### src/rtl/conv_window_feeder_pkg.sv
// Shared types and constants for the convolution window feeder.
// Imported by the interface, the line buffer and the top level.
package conv_feeder_pkg;

  localparam int PIX_W = 8;
  localparam int TAPS  = 9;

  typedef logic [PIX_W-1:0] pix_t;

  typedef enum logic [2:0] {
    IDLE,
    LOAD_W,
    SEND_W,
    READY,
    STREAM
  } feeder_state_t;

  // Flat tap index for a window row/column; row-major, 0 is the top-left tap.
  function automatic int tap_idx(input int row, input int col);
    return row * 3 + col;
  endfunction

endpackage

### src/rtl/conv_window_feeder_if.sv
// Kernel/pixel input stream and Convolution-facing kernel/window outputs.
// master = the pixel/kernel source, slave = the feeder.
interface conv_window_feeder_if;
  import conv_feeder_pkg::*;

  logic w_valid;
  pix_t w_data;
  logic pix_valid;
  pix_t pix_data;

  logic weight_valid;
  pix_t In_Weight_1, In_Weight_2, In_Weight_3;
  pix_t In_Weight_4, In_Weight_5, In_Weight_6;
  pix_t In_Weight_7, In_Weight_8, In_Weight_9;

  logic in_valid;
  pix_t In_IFM_1, In_IFM_2, In_IFM_3;
  pix_t In_IFM_4, In_IFM_5, In_IFM_6;
  pix_t In_IFM_7, In_IFM_8, In_IFM_9;

  logic frame_done;
  logic err;

  modport master (
    output w_valid, w_data, pix_valid, pix_data,
    input  weight_valid,
    input  In_Weight_1, In_Weight_2, In_Weight_3, In_Weight_4, In_Weight_5,
    input  In_Weight_6, In_Weight_7, In_Weight_8, In_Weight_9,
    input  in_valid,
    input  In_IFM_1, In_IFM_2, In_IFM_3, In_IFM_4, In_IFM_5,
    input  In_IFM_6, In_IFM_7, In_IFM_8, In_IFM_9,
    input  frame_done, err
  );

  modport slave (
    input  w_valid, w_data, pix_valid, pix_data,
    output weight_valid,
    output In_Weight_1, In_Weight_2, In_Weight_3, In_Weight_4, In_Weight_5,
    output In_Weight_6, In_Weight_7, In_Weight_8, In_Weight_9,
    output in_valid,
    output In_IFM_1, In_IFM_2, In_IFM_3, In_IFM_4, In_IFM_5,
    output In_IFM_6, In_IFM_7, In_IFM_8, In_IFM_9,
    output frame_done, err
  );

endinterface

### src/rtl/conv_window_feeder_line_buffer.sv
// One image row of pixel storage; registered read, read-before-write.
// Separate read and write addresses so the next column can be fetched ahead.
module conv_line_buffer
  import conv_feeder_pkg::*;
#(
  parameter int DEPTH = 8,
  parameter int AW    = 3
) (
  input  logic          clk1,
  input  logic          we,
  input  logic [AW-1:0] wr_addr,
  input  pix_t          wr_data,
  input  logic [AW-1:0] rd_addr,
  output pix_t          rd_data
);

  pix_t mem_q [DEPTH];
  pix_t rd_data_q;

  always_ff @(posedge clk1) begin
    if (we) begin
      mem_q[wr_addr] <= wr_data;
    end
    rd_data_q <= mem_q[rd_addr];
  end

  assign rd_data = rd_data_q;

endmodule

### src/rtl/conv_window_feeder.sv
// Collects a serial 3x3 kernel and a raster pixel stream, presents the kernel
// once in parallel, then emits one valid-padding 3x3 window per eligible pixel.
module conv_window_feeder
  import conv_feeder_pkg::*;
#(
  parameter int IMG_W = 8,
  parameter int IMG_H = 8
) (
  input  logic               clk1,
  input  logic               rst,
  conv_window_feeder_if.slave bus
);

  localparam int CW = $clog2(IMG_W);
  localparam int RW = $clog2(IMG_H);
  localparam int KW = $clog2(TAPS);

  feeder_state_t state_q, state_d;
  logic [CW-1:0] col_q, col_d;
  logic [RW-1:0] row_q, row_d;
  logic [KW-1:0] kcnt_q, kcnt_d;

  pix_t kbuf_q   [TAPS];
  pix_t kbuf_d   [TAPS];
  pix_t weight_q [TAPS];
  pix_t weight_d [TAPS];
  pix_t ifm_q    [TAPS];
  pix_t ifm_d    [TAPS];
  pix_t win_q    [3][3];
  pix_t win_d    [3][3];

  logic weight_valid_q, weight_valid_d;
  logic in_valid_q, in_valid_d;
  logic frame_done_q, frame_done_d;
  logic err_q, err_d;

  logic load_beat;
  logic accept;

  // lb_rd[0] holds row r-1, lb_rd[1] holds row r-2, both at the incoming column.
  pix_t lb_rd   [2];
  pix_t lb_wd   [2];
  pix_t new_col [3];

  assign lb_wd[0] = bus.pix_data;
  assign lb_wd[1] = lb_rd[0];

  // Read address tracks the column of the next pixel so data is ready on arrival.
  for (genvar gi = 0; gi < 2; gi++) begin : g_lb
    conv_line_buffer #(
      .DEPTH (IMG_W),
      .AW    (CW)
    ) u_lb (
      .clk1    (clk1),
      .we      (accept),
      .wr_addr (col_q),
      .wr_data (lb_wd[gi]),
      .rd_addr (col_d),
      .rd_data (lb_rd[gi])
    );
  end

  assign new_col[0] = lb_rd[1];
  assign new_col[1] = lb_rd[0];
  assign new_col[2] = bus.pix_data;

  always_comb begin
    state_d        = state_q;
    col_d          = col_q;
    row_d          = row_q;
    kcnt_d         = kcnt_q;
    kbuf_d         = kbuf_q;
    weight_d       = weight_q;
    ifm_d          = ifm_q;
    win_d          = win_q;
    weight_valid_d = 1'b0;
    in_valid_d     = 1'b0;
    frame_done_d   = 1'b0;
    err_d          = err_q;
    load_beat      = 1'b0;
    accept         = 1'b0;

    case (state_q)
      IDLE, LOAD_W: begin
        load_beat = bus.w_valid;
        if (bus.pix_valid) err_d = 1'b1;
      end
      SEND_W: begin
        // Nothing is accepted during the one-cycle kernel presentation.
        state_d = READY;
        if (bus.pix_valid || bus.w_valid) err_d = 1'b1;
      end
      READY: begin
        if (bus.w_valid) begin
          load_beat = 1'b1;
          if (bus.pix_valid) err_d = 1'b1;
        end else if (bus.pix_valid) begin
          accept  = 1'b1;
          state_d = STREAM;
        end
      end
      STREAM: begin
        accept = bus.pix_valid;
        if (bus.w_valid) err_d = 1'b1;
      end
      default: state_d = IDLE;
    endcase

    if (load_beat) begin
      for (int i = 0; i < TAPS - 1; i++) begin
        kbuf_d[i] = kbuf_q[i+1];
      end
      kbuf_d[TAPS-1] = bus.w_data;
      if (state_q == LOAD_W && kcnt_q == KW'(TAPS - 1)) begin
        weight_d       = kbuf_d;
        weight_valid_d = 1'b1;
        kcnt_d         = '0;
        state_d        = SEND_W;
      end else begin
        kcnt_d  = (state_q == LOAD_W) ? kcnt_q + KW'(1) : KW'(1);
        state_d = LOAD_W;
      end
    end

    if (accept) begin
      for (int i = 0; i < 3; i++) begin
        win_d[i][0] = win_q[i][1];
        win_d[i][1] = win_q[i][2];
        win_d[i][2] = new_col[i];
      end
      if (row_q >= RW'(2) && col_q >= CW'(2)) begin
        in_valid_d = 1'b1;
        for (int i = 0; i < 3; i++) begin
          for (int j = 0; j < 3; j++) begin
            ifm_d[tap_idx(i, j)] = win_d[i][j];
          end
        end
      end
      if (col_q == CW'(IMG_W - 1)) begin
        col_d = '0;
        if (row_q == RW'(IMG_H - 1)) begin
          row_d        = '0;
          frame_done_d = 1'b1;
          state_d      = READY;
        end else begin
          row_d = row_q + RW'(1);
        end
      end else begin
        col_d = col_q + CW'(1);
      end
    end
  end

  always_ff @(posedge clk1) begin
    if (rst) begin
      state_q        <= IDLE;
      col_q          <= '0;
      row_q          <= '0;
      kcnt_q         <= '0;
      weight_valid_q <= 1'b0;
      in_valid_q     <= 1'b0;
      frame_done_q   <= 1'b0;
      err_q          <= 1'b0;
      for (int i = 0; i < TAPS; i++) begin
        kbuf_q[i]   <= '0;
        weight_q[i] <= '0;
        ifm_q[i]    <= '0;
      end
      for (int i = 0; i < 3; i++) begin
        for (int j = 0; j < 3; j++) begin
          win_q[i][j] <= '0;
        end
      end
    end else begin
      state_q        <= state_d;
      col_q          <= col_d;
      row_q          <= row_d;
      kcnt_q         <= kcnt_d;
      weight_valid_q <= weight_valid_d;
      in_valid_q     <= in_valid_d;
      frame_done_q   <= frame_done_d;
      err_q          <= err_d;
      kbuf_q         <= kbuf_d;
      weight_q       <= weight_d;
      ifm_q          <= ifm_d;
      win_q          <= win_d;
    end
  end

  assign bus.weight_valid = weight_valid_q;
  assign bus.in_valid     = in_valid_q;
  assign bus.frame_done   = frame_done_q;
  assign bus.err          = err_q;

  assign bus.In_Weight_1 = weight_q[0];
  assign bus.In_Weight_2 = weight_q[1];
  assign bus.In_Weight_3 = weight_q[2];
  assign bus.In_Weight_4 = weight_q[3];
  assign bus.In_Weight_5 = weight_q[4];
  assign bus.In_Weight_6 = weight_q[5];
  assign bus.In_Weight_7 = weight_q[6];
  assign bus.In_Weight_8 = weight_q[7];
  assign bus.In_Weight_9 = weight_q[8];

  assign bus.In_IFM_1 = ifm_q[0];
  assign bus.In_IFM_2 = ifm_q[1];
  assign bus.In_IFM_3 = ifm_q[2];
  assign bus.In_IFM_4 = ifm_q[3];
  assign bus.In_IFM_5 = ifm_q[4];
  assign bus.In_IFM_6 = ifm_q[5];
  assign bus.In_IFM_7 = ifm_q[6];
  assign bus.In_IFM_8 = ifm_q[7];
  assign bus.In_IFM_9 = ifm_q[8];

endmodule

### src/flat_wrapper.sv
// flat-port wrapper written by rule: the top's interface ports become plain ports
module conv_window_feeder_flat import conv_feeder_pkg::*;
#(
  parameter int IMG_W = 8,
  parameter int IMG_H = 8
)
  (clk1, rst, bus_w_valid, bus_w_data, bus_pix_valid, bus_pix_data, bus_weight_valid, bus_In_Weight_1, bus_In_Weight_2, bus_In_Weight_3, bus_In_Weight_4, bus_In_Weight_5, bus_In_Weight_6, bus_In_Weight_7, bus_In_Weight_8, bus_In_Weight_9, bus_in_valid, bus_In_IFM_1, bus_In_IFM_2, bus_In_IFM_3, bus_In_IFM_4, bus_In_IFM_5, bus_In_IFM_6, bus_In_IFM_7, bus_In_IFM_8, bus_In_IFM_9, bus_frame_done, bus_err);
  conv_window_feeder_if bus_i ();
  input  logic clk1;
  input  logic rst;
  input wire logic [$bits(bus_i.w_valid)-1:0] bus_w_valid;
  input wire logic [$bits(bus_i.w_data)-1:0] bus_w_data;
  input wire logic [$bits(bus_i.pix_valid)-1:0] bus_pix_valid;
  input wire logic [$bits(bus_i.pix_data)-1:0] bus_pix_data;
  output wire logic [$bits(bus_i.weight_valid)-1:0] bus_weight_valid;
  output wire logic [$bits(bus_i.In_Weight_1)-1:0] bus_In_Weight_1;
  output wire logic [$bits(bus_i.In_Weight_2)-1:0] bus_In_Weight_2;
  output wire logic [$bits(bus_i.In_Weight_3)-1:0] bus_In_Weight_3;
  output wire logic [$bits(bus_i.In_Weight_4)-1:0] bus_In_Weight_4;
  output wire logic [$bits(bus_i.In_Weight_5)-1:0] bus_In_Weight_5;
  output wire logic [$bits(bus_i.In_Weight_6)-1:0] bus_In_Weight_6;
  output wire logic [$bits(bus_i.In_Weight_7)-1:0] bus_In_Weight_7;
  output wire logic [$bits(bus_i.In_Weight_8)-1:0] bus_In_Weight_8;
  output wire logic [$bits(bus_i.In_Weight_9)-1:0] bus_In_Weight_9;
  output wire logic [$bits(bus_i.in_valid)-1:0] bus_in_valid;
  output wire logic [$bits(bus_i.In_IFM_1)-1:0] bus_In_IFM_1;
  output wire logic [$bits(bus_i.In_IFM_2)-1:0] bus_In_IFM_2;
  output wire logic [$bits(bus_i.In_IFM_3)-1:0] bus_In_IFM_3;
  output wire logic [$bits(bus_i.In_IFM_4)-1:0] bus_In_IFM_4;
  output wire logic [$bits(bus_i.In_IFM_5)-1:0] bus_In_IFM_5;
  output wire logic [$bits(bus_i.In_IFM_6)-1:0] bus_In_IFM_6;
  output wire logic [$bits(bus_i.In_IFM_7)-1:0] bus_In_IFM_7;
  output wire logic [$bits(bus_i.In_IFM_8)-1:0] bus_In_IFM_8;
  output wire logic [$bits(bus_i.In_IFM_9)-1:0] bus_In_IFM_9;
  output wire logic [$bits(bus_i.frame_done)-1:0] bus_frame_done;
  output wire logic [$bits(bus_i.err)-1:0] bus_err;
  assign bus_i.w_valid = bus_w_valid;
  assign bus_i.w_data = bus_w_data;
  assign bus_i.pix_valid = bus_pix_valid;
  assign bus_i.pix_data = bus_pix_data;
  assign bus_weight_valid = bus_i.weight_valid;
  assign bus_In_Weight_1 = bus_i.In_Weight_1;
  assign bus_In_Weight_2 = bus_i.In_Weight_2;
  assign bus_In_Weight_3 = bus_i.In_Weight_3;
  assign bus_In_Weight_4 = bus_i.In_Weight_4;
  assign bus_In_Weight_5 = bus_i.In_Weight_5;
  assign bus_In_Weight_6 = bus_i.In_Weight_6;
  assign bus_In_Weight_7 = bus_i.In_Weight_7;
  assign bus_In_Weight_8 = bus_i.In_Weight_8;
  assign bus_In_Weight_9 = bus_i.In_Weight_9;
  assign bus_in_valid = bus_i.in_valid;
  assign bus_In_IFM_1 = bus_i.In_IFM_1;
  assign bus_In_IFM_2 = bus_i.In_IFM_2;
  assign bus_In_IFM_3 = bus_i.In_IFM_3;
  assign bus_In_IFM_4 = bus_i.In_IFM_4;
  assign bus_In_IFM_5 = bus_i.In_IFM_5;
  assign bus_In_IFM_6 = bus_i.In_IFM_6;
  assign bus_In_IFM_7 = bus_i.In_IFM_7;
  assign bus_In_IFM_8 = bus_i.In_IFM_8;
  assign bus_In_IFM_9 = bus_i.In_IFM_9;
  assign bus_frame_done = bus_i.frame_done;
  assign bus_err = bus_i.err;
  conv_window_feeder #(.IMG_W(IMG_W), .IMG_H(IMG_H)) u_core (.clk1(clk1), .rst(rst), .bus(bus_i));
endmodule
### config.mk
export PLATFORM = sky130hd
export DESIGN_NAME = conv_window_feeder_flat
export DESIGN_NICKNAME = d
export VERILOG_FILES = /design/src/rtl/conv_window_feeder_pkg.sv /design/src/rtl/conv_window_feeder_if.sv /design/src/rtl/conv_window_feeder_line_buffer.sv /design/src/rtl/conv_window_feeder.sv /design/src/flat_wrapper.sv
export SDC_FILE = /design/constraint.sdc
export NUM_CORES = 1
export LEC_CHECK = 0
export CAP_MARGIN = 20
export CORE_UTILIZATION = 58
export CTS_BUF_LIST = sky130_fd_sc_hd__clkbuf_8
export CTS_CLUSTER_DIAMETER = 150
export DETAILED_ROUTE_END_ITERATION = 10
export GPL_TIMING_DRIVEN = 0
export PLACE_DENSITY = 0.81
export SYNTH_ARGS = -nofsm -noshare
export SYNTH_HDL_FRONTEND = slang
export SYNTH_SLANG_ARGS = --single-unit
### constraint.sdc
create_clock -name clk1 -period 3.9 [get_ports clk1]
set_input_delay 0.585 -clock clk1 [delete_from_list [all_inputs] [get_ports clk1]]
set_output_delay 0.585 -clock clk1 [all_outputs]
set_load 0.01 [all_outputs]
Word level (Yosys, flattened, before mapping)
Memory sizes are Yosys's and may differ from the RTL's. A register that Yosys moved wholly into a read port is not among the register bits.
Index checks and enable logic that the tools add are counted.
{ "totals": {"ram_bits": 128, "wordCells": 102, "memories": 2, "regBits": 273} }
{ "mem_list": {"columns": ["memory", "depth", "width", "read_ports", "rd_clocked_by_memory_dff", "wr", "line", "rtl"], "rows": [
  ["u_core.g_lb[0].u_lb.mem_q", 8, 8, 1, 1, 1, "conv_window_feeder_line_buffer.sv:17", "pix_t mem_q [DEPTH];"],
  ["u_core.g_lb[1].u_lb.mem_q", 8, 8, 1, 1, 1, "conv_window_feeder_line_buffer.sv:17", null]
]} }
{ "classes": {"eq_ne": 10, "mux": 28, "order_cmp": 2, "addsub": 3, "reduce_logical": 14, "bitwise": 3} }
{ "op_table": {"columns": ["op", "count"], "rows": [
  ["3-bit 2-to-1 mux", 9],
  ["1-bit 2-to-1 mux", 12],
  ["3-bit == test (second input constant)", 3],
  ["3-bit case mux with 3 select lines", 1],
  ["4-bit 2-to-1 mux", 2],
  ["3-bit by 1-bit adder with 3-bit output (second input constant)", 2],
  ["3-bit by 2-bit == test with 1-bit output (second input constant)", 2],
  ["3-bit by 2-bit greater-or-equal comparator with 1-bit output (second input constant)", 2],
  ["2-bit AND reduction", 3],
  ["2-bit OR reduction", 3],
  ["3-bit OR reduction", 2],
  ["4-bit by 1-bit adder with 4-bit output (second input constant)", 1],
  ["4-bit == test (second input constant)", 1],
  ["2-bit inequality test (second input constant)", 2],
  ["1-bit case mux with 2 select lines", 2],
  ["1-bit case mux with 4 select lines", 1],
  ["4-bit AND reduction", 1],
  ["4-bit nonzero test", 1],
  ["3-bit by 1-bit == test with 1-bit output (second input constant)", 1],
  ["3-bit logical NOT", 1],
  ["1-bit inverter", 3],
  ["1-bit logical AND", 2],
  ["2-bit 2-to-1 mux", 1],
  ["2-bit by 1-bit inequality test with 1-bit output (second input constant)", 1],
  ["1-bit logical OR", 1]
]} }

Logic depth before layout (Yosys ltp)
{ "depth": {"word_depth": 7, "mapped_depth": 14, "mapped_depth_nobuf": 8} }

Cells and area by module
Synthesis repeated with hierarchy kept, for this count alone.
{ "unflattened": {"hier_cells": 1445, "hier_area_um2": 15886.5} }
{ "modules_own_cells": {"columns": ["module", "cells_each", "seq_area_each_um2", "n_inst", "area_per_inst_um2"], "rows": [
  ["conv_window_feeder", 1217, 5465.2, 1, 10503.8],
  ["conv_line_buffer", 114, 2082.0, 2, 2691.3]
]} }

Worst setup path before layout
No wires, ideal clock.
{ "synth_timing": {"kind": "input -> register", "startpoint": "input port bus_w_valid", "endpoint": "memory u_core.g_lb[0].u_lb.mem_q[2][0] (netlist bit), enable pin", "arrival_time_ns": 3.111, "cell_stages": 6, "required_time_ns": 3.470, "n_path_buf": 3, "slack_ns": 0.358, "cell_sequence": "and4bb_4 > o21ai_2 > buf_6 > buf_2 > buf_1 > nor4_1"} }
{ "synth_between": {"elab_chain_cells": 4} }
{ "synth_lines": {"columns": ["element", "line", "rtl"], "rows": [
  ["start, declared", "flat_wrapper.sv:11", "input wire logic [$bits(bus_i.w_valid)-1:0] bus_w_valid;"],
  ["1-bit 2-to-1 mux", "conv_window_feeder.sv:94", "if (bus.w_valid) begin"],
  ["1-bit case mux with 2 select lines", "conv_window_feeder.sv:83", "case (state_q)"],
  ["1-bit 2-to-1 mux", "conv_window_feeder_line_buffer.sv:21", "if (we) begin"],
  ["1-bit 2-to-1 mux (not written as such)", "conv_window_feeder_line_buffer.sv:22", "mem_q[wr_addr] <= wr_data;"],
  ["end, declared", "conv_window_feeder_line_buffer.sv:17", null]
]} }
No other way between the ends.

Worst setup path after layout
{ "layout_timing": {"startpoint": "register u_core.col_q[0]", "endpoint": "register u_core.g_lb[1].u_lb.rd_data_q[2] (read register of u_core.g_lb[1].u_lb.mem_q)"} }
{ "layout_between": {"elab_chain_cells": 3, "word_cells_on_any_way": 4} }
{ "layout_lines": {"columns": ["element", "line", "rtl"], "rows": [
  ["start, declared", "conv_window_feeder.sv:19", "logic [CW-1:0] col_q, col_d;"],
  ["start signal, assigned", "conv_window_feeder.sv:176", "col_q <= col_d;"],
  ["3-bit by 1-bit adder with 3-bit output or 3-bit == test (tied branches)", "conv_window_feeder.sv:149, conv_window_feeder.sv:139", null],
  ["3-bit 2-to-1 mux", "conv_window_feeder.sv:139", "if (col_q == CW'(IMG_W - 1)) begin"],
  ["3-bit 2-to-1 mux (*)", "conv_window_feeder.sv:125", "if (accept) begin"],
  ["end, declared", "conv_window_feeder_line_buffer.sv:18", "pix_t rd_data_q;"]
]} }
Mark *: on every way between the ends. The rest lies on a longest branch, timed or not.
A chain may end at the register's enable or synchronous reset.

==> reports/qor.csv <==
stage,metric,value,unit
floorplanning,die_h,167,um
finish,nNetsFinal,1943,
synthesis,synth.most_common_cell,nand2_1,
timing,tightest_slew,0.959,ns
cts,numCtsBuffers,61,
timing,rsz0062_at_grt,no,
global_routing,grt_max_degree,17,
finish,fin_cells,2302,
routing,via_per_inst,5.79,
floorplanning,die_w,167,um
finish,final_cell_area,19300,um^2
cts,clockBufferDepth,3,
placement,dpl.hpwl,29100,um
worst_setup_path,worstPathArrival,4.25,ns
timing,fmax,0.267,GHz
pwr,p_comb_share,2.8,%
cts,cts.reportedPaths.clkPinSlew,0.07,ns
worst_setup_path,cp_common_cell,buf_2,
finish,utilization,72.0,%
worst_setup_path,crit_chain,"clkbuf_1, inv_1, buf_2, buf_2, buf_2, ha_1, o32ai_2, buf_2, a21o_1, a31oi_1, nand4_1",
pwr,peakVddDrop,0.290,mV
floorplanning,rows,60,
cts,cts_tree,done,
routing,routedWlPerCell,18.6,um
placement,numPortBuffers,167,
routing,ant_nets,0,
pwr,total_power,0.00838,W
cts,cts_setup_buffers,0,
timing,maxSlewViolCount,0,
finish,syn_to_final_growth,22.3,%
timing,final-hold-violation-count,0,
global_routing,grt_pass1_wl,66800,um
timing,hold_ws,0.452,ns
run_status,status,"finished, final reports clean",
cts,root_buffer,clkbuf_8,
worst_setup_path,crit_path_end_kind,register,
global_routing,gr-usage-all-layers,30.4,%
synthesis,synth_cells,1676,
synthesis,ys_types,58,
worst_hold_path,hold_path.class,register to register,
synthesis,synth.net_count,1704,
synthesis,synth_largest_area_cell,dfxtp_1,
synthesis,yosys.area.top_type_share,36.6,%
floorplanning,core_area,26900,um^2
synthesis,yosysSeqAreaShare,60.9,%
synthesis,avgSynthCellArea,9.43,um^2
synthesis,synth_edf_count,128,
placement,placed_cell_area,18000,um^2
synthesis,syn_area,15800,um^2
global_routing,grt_overflow_total,0,
cts,postCtsResizedCells,0,
timing,setup_viol,0,
timing,skew,0.0163,ns
floorplanning,dieArea,27900,um^2
synthesis,yosys_warnings,0,
routing,vias,13300,
synthesis,synthTopCellsByArea,"dfxtp_1 (37%), edfxtp_1 (24%), nand2_1 (14%)",
pwr,power_switching,0.00183,W
placement,routabilityCongestion,0.922,
synthesis,synth_ff_type,dfxtp_1,
floorplanning,pin_count,168,
pwr,p_sw_share,21.8,%
synthesis,yosys-top-cells-count,"nand2_1 (579), dfxtp_1 (289), a21oi_1 (264)",
global_routing,grt_pass1_vias,12700,
pwr,p_int,0.00655,W
routing,drc_errors,0,
timing,fin_crit,3.74,ns
timing,fin_crit_sh,95.9,%
routing,first_iter_violations,1434,
pwr,p_clk_share,43.5,%
worst_setup_path,crit_slowest_cell,o32ai_2,
worst_setup_path,slowest_delay,0.60,ns
finish,layout-drive-gt1-share,9.08,%
cts,htreeDepth,2,
cts,hold_buffers,0,
worst_setup_path,worstPathRequired,4.41,ns
pwr,p_leak,6.80,nW
worst_setup_path,cp-start-kind,register,
routing,wl,42700,um
synthesis,synthArstFlopShare,0,%
worst_setup_path,crit_type,register to register,
pwr,power_frac_seq,53.8,%
global_routing,antenna_found_initial,1,
flow_run,maxCapViolations,0,
cts,cts.sinks,417,
floorplanning,initial_utilization,58.8,%
pwr,cellPowerDensity,433,nW/um^2
routing,drt-pass1-iter-count,6,
synthesis,synth-seq-cells,417,
cts,insertion_delay,0.62,ns
timing,slew_headroom,36.1,%
placement,place_inst,2193,
worst_setup_path,crit_fanout,12,
[sequential cells by signal, indices dropped and copies added, names as in the netlist, 16 cells and up]
signal                    count
u_core.g_lb.u_lb.mem_q      128
u_core.win_q                 48
u_core.g_lb.u_lb.rd_data     16
u_core.kbuf_q                64
[per-stage QoR]
stage | setup slack [ns] | TNS (ns)
floorplan | 0.358 | 0
global placement | -1.55 | -90.73
detailed placement | -0.0154 | -0.117
CTS | 0.0624 | 0
global route | 0.0443 | 0
finish | 0.160 | 0
[per-layer routing]
metal	track usage, %	up-vias	wire [um]
met4	12.1	2	1330
met5	0	-	38
met3	5.93	120	4330
li1	-	6212	-
met2	49.3	731	19700
met1	40.2	6254	17300
[worst paths after layout]
check	from	endpoint	slack, ns	cells past startpoint
worst min register to register	u_core.bus.In_IFM_2[0]	u_core.bus.In_IFM_2[0]	0.45	2
worst min-delay path	u_core.bus.In_IFM_2[0]	u_core.bus.In_IFM_2[0]	0.45	2
worst max register to register	u_core.col_q[0]	u_core.g_lb[1].u_lb.rd_data[2]	0.16	11
worst max-delay path	u_core.col_q[0]	u_core.g_lb[1].u_lb.rd_data[2]	0.16	11
[kinds of logic (layout without fill, tap and decap cells)]
kind of cell | after synthesis | in the layout | share of synthesized area (%)
AOI/OAI and AO/OA | 348 | 348 | 12.7
adders and majority gates | 8 | 8 | 0.633
buffers and inverters | 128 | 412 | 3.78
DFF | 417 | 417 | 60.9
muxes | 38 | 38 | 2.67
other | 0 | 1 | 0
and+or+nand+nor | 737 | 737 | 19.3
[critical path, delay by kind of cell (launching register included)]
kind                       cells  cell delay (ns)
and+or+nand+nor                1             0.22
DFF                            1             0.32
adders and majority gates      1             0.38
AOI/OAI and AO/OA              3             0.78
buffers and inverters          6             1.92
[power by group through the flow]
stage / clock [W] / sequential [W] / combinational [W]
floorplan: 0 / 0.00459 / 0.000132
global placement: 0 / 0.00460 / 0.000219
detailed placement: 0 / 0.00460 / 0.000225
CTS: 0.00367 / 0.00451 / 0.000227
global route: 0.00385 / 0.00451 / 0.000251
finish: 0.00364 / 0.00451 / 0.000232
[cells in the final DEF (no fill, tap or decap), drive strengths merged, types with 2 or more instances in the layout]
master / count
nand2: 579
dfxtp: 289
a21oi: 264
clkdlybuf4s50: 167
clkbuf: 156
edfxtp: 128
nand3: 71
buf: 53
and3: 34
inv: 23
mux2i: 20
mux2: 18
nor2: 17
a21o: 16
o21ai: 13
a31oi: 12
a41o: 9
nand4: 9
clkinv: 9
ha: 8
a22oi: 7
nor3: 7
nor2b: 5
o41ai: 5
o221a: 5
or3: 3
o211ai: 3
bufinv: 3
nor3b: 3
o31ai: 3
o21a: 2
a311oi: 2
nand2b: 2
or3b: 2
[layout make-up]
cell class / instances / area [um^2]
diodes: 1 / 2.50
plain buffers: 120 / 568
clock buffers: 79 / 1090
clock inverters: 29 / 203
fillers: 1921 / 7530
inverters: 7 / 26.3
multi-input cells: 1131 / 5620
flip-flops and latches: 417 / 9630
well taps: 341 / 427
repair buffers: 177 / 1780
No activity file was read; power rests on OpenSTA's default activity.
